===== config.mk =====
export PLATFORM = sky130hd
export DESIGN_NAME = adsr_env
export DESIGN_NICKNAME = d
export VERILOG_FILES = /design/src/rtl/synth_pkg.sv /design/src/rtl/adsr_step.sv /design/src/rtl/adsr_env.sv
export SDC_FILE = /design/constraint.sdc
export NUM_CORES = 1
export LEC_CHECK = 0
export CELL_PAD_IN_SITES_DETAIL_PLACEMENT = 0
export CELL_PAD_IN_SITES_GLOBAL_PLACEMENT = 2
export CORE_ASPECT_RATIO = 1.75
export CORE_UTILIZATION = 31
export DETAILED_ROUTE_END_ITERATION = 8
export PLACE_DENSITY_LB_ADDON = 0.1
export SETUP_SLACK_MARGIN = 0.4
export SYNTH_ARGS = -nofsm -noshare
export SYNTH_HDL_FRONTEND = slang
export SYNTH_SLANG_ARGS = --single-unit
export TNS_END_PERCENT = 20

===== constraint.sdc =====
create_clock -name clk -period 6.59 [get_ports clk]
set_input_delay 1.318 -clock clk [delete_from_list [all_inputs] [get_ports clk]]
set_output_delay 1.318 -clock clk [all_outputs]
set_load 0.02 [all_outputs]

===== src/rtl/synth_pkg.sv =====
// Shared definitions for the voice datapath: envelope state encoding,
// default widths for the envelope generator, and the audio/control word
// width shared with the amplifier stage.
package synth_pkg;

    // Default widths for the envelope generator
    localparam int ACC_W_DEF  = 24;  // envelope accumulator width
    localparam int RATE_W_DEF = 16;  // attack/decay/release step width
    localparam int SUS_W_DEF  = 8;   // sustain level width

    // Signed audio sample / amplifier control word width
    localparam int AUDIO_W = 18;

    typedef enum logic [2:0] {
        ENV_IDLE    = 3'd0,
        ENV_ATTACK  = 3'd1,
        ENV_DECAY   = 3'd2,
        ENV_SUSTAIN = 3'd3,
        ENV_RELEASE = 3'd4
    } env_state_t;

endpackage


===== src/rtl/adsr_step.sv =====
// Combinational saturating step unit shared by the ATTACK, DECAY and
// RELEASE segments.
//   acc       : current accumulator value
//   step      : per-sample step size (unsigned)
//   limit     : segment end value (ceiling when counting up, floor when down)
//   direction : 1 = add step toward ceiling, 0 = subtract step toward floor
//   next_acc  : accumulator after this step, clamped to limit
//   done      : segment has reached its limit (or step is zero)
// All arithmetic is one bit wider than the accumulator and every compare is
// unsigned, so the result never wraps.
import synth_pkg::*;

module adsr_step #(
    parameter int ACC_W  = ACC_W_DEF,
    parameter int RATE_W = RATE_W_DEF
) (
    input  logic [ACC_W-1:0]  acc,
    input  logic [RATE_W-1:0] step,
    input  logic [ACC_W-1:0]  limit,
    input  logic              direction,
    output logic [ACC_W-1:0]  next_acc,
    output logic              done
);

    logic [ACC_W:0] step_w;
    logic [ACC_W:0] sum;
    logic [ACC_W:0] floor_lvl;

    assign step_w    = {{(ACC_W + 1 - RATE_W){1'b0}}, step};
    assign sum       = {1'b0, acc} + step_w;
    // Counting down: finishing when acc <= limit + step avoids ever forming
    // acc - step below the floor.
    assign floor_lvl = {1'b0, limit} + step_w;

    always_comb begin
        if (direction) begin
            done     = (sum >= {1'b0, limit}) || (step == '0);
            next_acc = done ? limit : sum[ACC_W-1:0];
        end else begin
            done     = ({1'b0, acc} <= floor_lvl) || (step == '0);
            next_acc = done ? limit : (acc - step_w[ACC_W-1:0]);
        end
    end

endmodule


===== src/rtl/adsr_env.sv =====
// Linear ADSR envelope generator, one per voice, feeding the amplifier's
// signed control input.
//   clk, reset_n   : clock, asynchronous active-low reset
//   sample_en      : one-clock strobe per audio sample; the level only
//                    moves on a clock where it is high (no back-pressure,
//                    the strobe is never held off or acknowledged)
//   gate           : note gate, synchronous to clk; edges retrigger/release
//   attack_rate    : step added per sample in ATTACK
//   decay_rate     : step subtracted per sample in DECAY
//   sustain_level  : sustain target (upper SUS_W bits of the accumulator)
//   release_rate   : step subtracted per sample in RELEASE
//   env            : control word {0, acc[MSB -: 17]}, always non-negative
//   env_state      : current state (debug / voice allocation)
//   busy           : envelope not idle
import synth_pkg::*;

module adsr_env #(
    parameter int ACC_W  = ACC_W_DEF,
    parameter int RATE_W = RATE_W_DEF,
    parameter int SUS_W  = SUS_W_DEF
) (
    input  logic               clk,
    input  logic               reset_n,
    input  logic               sample_en,
    input  logic               gate,
    input  logic [RATE_W-1:0]  attack_rate,
    input  logic [RATE_W-1:0]  decay_rate,
    input  logic [SUS_W-1:0]   sustain_level,
    input  logic [RATE_W-1:0]  release_rate,
    output logic [AUDIO_W-1:0] env,
    output logic [2:0]         env_state,
    output logic               busy
);

    localparam int              ENV_MAG_W = AUDIO_W - 1;
    localparam logic [ACC_W-1:0] ACC_MAX  = '1;

    env_state_t        state, state_nxt;
    logic [ACC_W-1:0]  acc, acc_nxt;
    logic              gate_q;
    logic              rise, fall;
    logic [ACC_W-1:0]  target;

    logic [RATE_W-1:0] step;
    logic [ACC_W-1:0]  limit;
    logic              direction;
    logic [ACC_W-1:0]  step_acc;
    logic              step_done;

    assign rise   = gate & ~gate_q;
    assign fall   = ~gate & gate_q;
    assign target = {sustain_level, {(ACC_W - SUS_W){1'b0}}};

    // Route the active segment's rate and end point into the shared step unit
    always_comb begin
        step      = release_rate;
        limit     = '0;
        direction = 1'b0;
        case (state)
            ENV_ATTACK: begin
                step      = attack_rate;
                limit     = ACC_MAX;
                direction = 1'b1;
            end
            ENV_DECAY: begin
                step      = decay_rate;
                limit     = target;
            end
            default: ;
        endcase
    end

    adsr_step #(
        .ACC_W  (ACC_W),
        .RATE_W (RATE_W)
    ) u_step (
        .acc       (acc),
        .step      (step),
        .limit     (limit),
        .direction (direction),
        .next_acc  (step_acc),
        .done      (step_done)
    );

    // Gate edges win over the sample strobe: on an edge clock only the state
    // changes and acc is kept, so a retrigger resumes from the current level.
    always_comb begin
        state_nxt = state;
        acc_nxt   = acc;
        if (rise) begin
            state_nxt = ENV_ATTACK;
        end else if (fall && (state == ENV_ATTACK || state == ENV_DECAY ||
                              state == ENV_SUSTAIN)) begin
            state_nxt = ENV_RELEASE;
        end else if (sample_en) begin
            case (state)
                ENV_IDLE:    acc_nxt = '0;
                ENV_ATTACK: begin
                    acc_nxt = step_acc;
                    if (step_done) state_nxt = ENV_DECAY;
                end
                ENV_DECAY: begin
                    acc_nxt = step_acc;
                    if (step_done) state_nxt = ENV_SUSTAIN;
                end
                ENV_SUSTAIN: acc_nxt = target;
                ENV_RELEASE: begin
                    acc_nxt = step_acc;
                    if (step_done) state_nxt = ENV_IDLE;
                end
                default: begin
                    acc_nxt   = '0;
                    state_nxt = ENV_IDLE;
                end
            endcase
        end
    end

    always_ff @(posedge clk or negedge reset_n) begin
        if (!reset_n) begin
            state  <= ENV_IDLE;
            acc    <= '0;
            gate_q <= 1'b0;
        end else begin
            state  <= state_nxt;
            acc    <= acc_nxt;
            gate_q <= gate;
        end
    end

    // Output stage registered from acc/state
    always_ff @(posedge clk or negedge reset_n) begin
        if (!reset_n) begin
            env       <= '0;
            env_state <= ENV_IDLE;
            busy      <= 1'b0;
        end else begin
            env       <= {1'b0, acc[ACC_W-1 -: ENV_MAG_W]};
            env_state <= state;
            busy      <= (state != ENV_IDLE);
        end
    end

endmodule


==> out/metrics.cfg <==
[logic_synthesis]
ys_ff_latch = 49
synth_compound_area_share_pct = 27.76
synth_top_family_by_area = compound AO/OA/AOI/OAI gates
yosys.area.top_type = dfrtp_1
synth-simple-area-share_pct = 20.91
synthAdderAreaFrac_pct = 19.12
synth_mux_area_share_pct = 0.6450
netlist_area_um2 = 6595
synth-seq-area-share_pct = 18.59
synthCells = 835
synth_top_area_share_pct = 18.59
ys_types = 77
synth-edff-count = 0
synthTopCellsByCount = ha_1 (96), nand2_1 (84), a21oi_1 (56), nor2_1 (53), dfrtp_1 (49)
synth_nets = 994
async_reset_ff_share_pct = 100.0
yosys_warnings = 0
synthXorXnorAreaFrac_pct = 7.551
syn_area_per_cell_um2 = 7.898
yosys-top-cells-area = dfrtp_1 (19%), ha_1 (18%), nand2_1 (4.8%)
yosys.cell_count.top_type = ha_1
synth_flop_cell = dfrtp_1

[worst_hold_path]
hold_start = acc[0]$_DFFE_PN0P_
min_to = acc[0]$_DFFE_PN0P_
worstHoldPathType = flop to flop
hold_depth = 2

[clock_tree]
hold_buffers = 0
h-tree-depth = 2
cts_root_buf = clkbuf_16
insertion_delay_ns = 0.31
clock_sinks = 49
clk_pin_slew_ns = 0.08
cts_buffer_depth = 2
cts_buffers = 5
cts_tree = done

[worst_setup_path]
regToRegEndpoint = acc[8]$_DFFE_PN0P_
end_kind = flop
startpoint_type = input pin
reg2reg_depth = 25
crit_type = input pin to flop
r2r-start = state[0]$_DFFE_PN0P_
critPathArrivalTime_ns = 6.29
cp.required_ns = 6.79
r2r_slack_ns = 0.75
path_max_fanout = 5

[final_layout]
utilization_pct = 44.02
fill_cells = 2139
syn2layout_area_growth_pct = 39.12
antennaDiodeCount = 0
drive_above_1_share_pct = 24.02
nets = 1178
design_area_um2 = 9175

[routing]
dr.pass1.iters = 9
routed_wl_um = 27740
drc = 4
wl_per_cell_um = 21.81
ant_nets = 0
post_drt_via_cell_ratio = 5.583
vias = 7101
drtIter0Drc = 363

[die]
die_w_um = 112.3
die-height_um = 195.0
initial_core_util_pct = 31.64
die_area_um2 = 21880
row_count = 70
core_um2 = 20850
ios = 82

[global_route]
grt_max_degree = 50
antenna_found_initial = 0
grt_pass1_vias = 7253
grt_pass1_wl_um = 41390
grt_overflow = 0
grtUsageTotal_pct = 25.20

[timing]
hold_violations = 0
fmaxAchievable_mhz = 164.2
finalClockSkew_ns = 0.008773
tns_ns = 0
setup_viol_count_final = 0
rsz0062_at_grt = yes
worst_pin_slew_ns = 0.9448
slew_viol_final = 0
finalCritPeriodShare_pct = 92.40
min_period_ns = 6.089
slew_headroom_pct = 36.78

[placement]
placed_area_um2 = 8483
place_hpwl_um = 22390
gp_congestion = 0.8919
port_buffers = 80

[run_status]
violations = DRC
status = finished with violations

[job]
drv_cap = 0

-- placed cells by master, fill, tap and decap left out, types with 5 or more instances in the layout --
master / instances
a21o_1: 13
a21oi_1: 51
a21oi_2: 5
a31oi_1: 7
and3_1: 5
and3b_1: 11
buf_4: 132
clkbuf_16: 5
clkdlybuf4s50_1: 74
dfrtp_1: 49
dlymetal6s2s_1: 5
ha_1: 85
ha_4: 9
inv_1: 32
inv_2: 10
nand2_1: 82
nand2b_1: 18
nand3_1: 19
nand3b_1: 8
nand4_1: 10
nor2_1: 51
nor2b_1: 10
nor3_1: 15
o211ai_1: 6
o21a_1: 18
o21ai_0: 40
o21ai_1: 23
o21ai_2: 12
o21bai_1: 7
o221ai_1: 6
o22a_1: 14
o22ai_1: 11
o22ai_2: 6
xnor2_1: 31
xor2_1: 21
-- flip-flops by register name, indices dropped and copies added (netlist names) --
register	flops
state	3
gate_q	1
busy	1
acc	24
env	17
env_state	3
-- routing by layer --
| metal | vias to the layer above | wire length [um] | GRT usage [%] |
|---|---|---|---|
| met1 | 3444 | 9649 | 23.96 |
| met2 | 175 | 15710 | 50.68 |
| met3 | 68 | 693 | 2.307 |
| met5 | - | 0 | 0 |
| met4 | 0 | 1688 | 15.36 |
| li1 | 3414 | - | - |
-- logic make-up (layout without fill, tap and decap cells) --
group           count (synthesis)  count (layout)
compound gates                271             271
xor+xnor                       56              56
fa+ha+maj                      99              99
buf+inv                        84             268
flops                          49              49
mux                             4               4
other cells                     1               1
simple gates                  271             272
-- worst max-delay path, stage by stage --
cell             delay (ns)
clkdlybuf4s50_1        0.41
o22a_1                 0.25
o22ai_2                0.15
inv_2                  0.09
ha_4                   0.23
and2_4                 0.15
or3_4                  0.36
o21ai_2                0.08
a31oi_1                0.06
buf_4                  0.16
a311oi_4               0.45
xnor2_2                0.14
ha_1                   0.33
nand4_1                0.12
nor3_2                 0.07
buf_4                  0.13
and3_4                 0.15
o41a_1                 0.40
a311oi_2               0.26
o211ai_1               0.14
buf_4                  0.20
or3_1                  0.31
a32oi_1                0.23
o21ai_1                0.09
-- cell type report --
type / count / area, um2 / share of cell area (%)
repair buffers: 217 / 1873 / 20.41
well taps: 252 / 315.3 / 3.437
clock buffers: 5 / 125.1 / 1.364
flip-flops and latches: 49 / 1226 / 13.36
clock inverters: 3 / 25.02 / 0.2727
inverters: 43 / 161.4 / 1.759
multi-input cells: 703 / 5449 / 59.39
-- worst max-delay path by stage --
stage / from / end / slack (ns) / depth (start not counted)
final: decay_rate[10] / acc[8]$_DFFE_PN0P_ / 0.50 / 24
after floorplan: attack_rate[1] / state[0]$_DFFE_PN0P_ / 0.62 / 24
after CTS: decay_rate[0] / state[0]$_DFFE_PN0P_ / 0.40 / 26
after detailed placement: attack_rate[0] / state[0]$_DFFE_PN0P_ / -0.36 / 27
after global placement: attack_rate[1] / acc[12]$_DFFE_PN0P_ / -0.30 / 25
after global routing: attack_rate[2] / state[0]$_DFFE_PN0P_ / 0.29 / 25
-- stage by stage --
step           std cells  hold WS, ns  worst slack, ns
2_1_floorplan        835       0.3487           0.6242
3_3_place_gp        1251       0.5289          -0.2968
3_5_place_dp        1251       0.5318          -0.3596
4_1_cts             1261       0.5506           0.3966
5_1_grt             1272       0.5565           0.2886
6_report            1272       0.5581           0.5007
-- what timing repair did --
item                                    CTS  global route
pin swaps                                18            32
resized for setup                        34            69
buffers inserted                          1            11
endpoints found under the setup margin   27            27
cloned                                    1             0
Power is not shown: default switching activity piles up to over one toggle a cycle in this logic, so the estimate is an artifact.
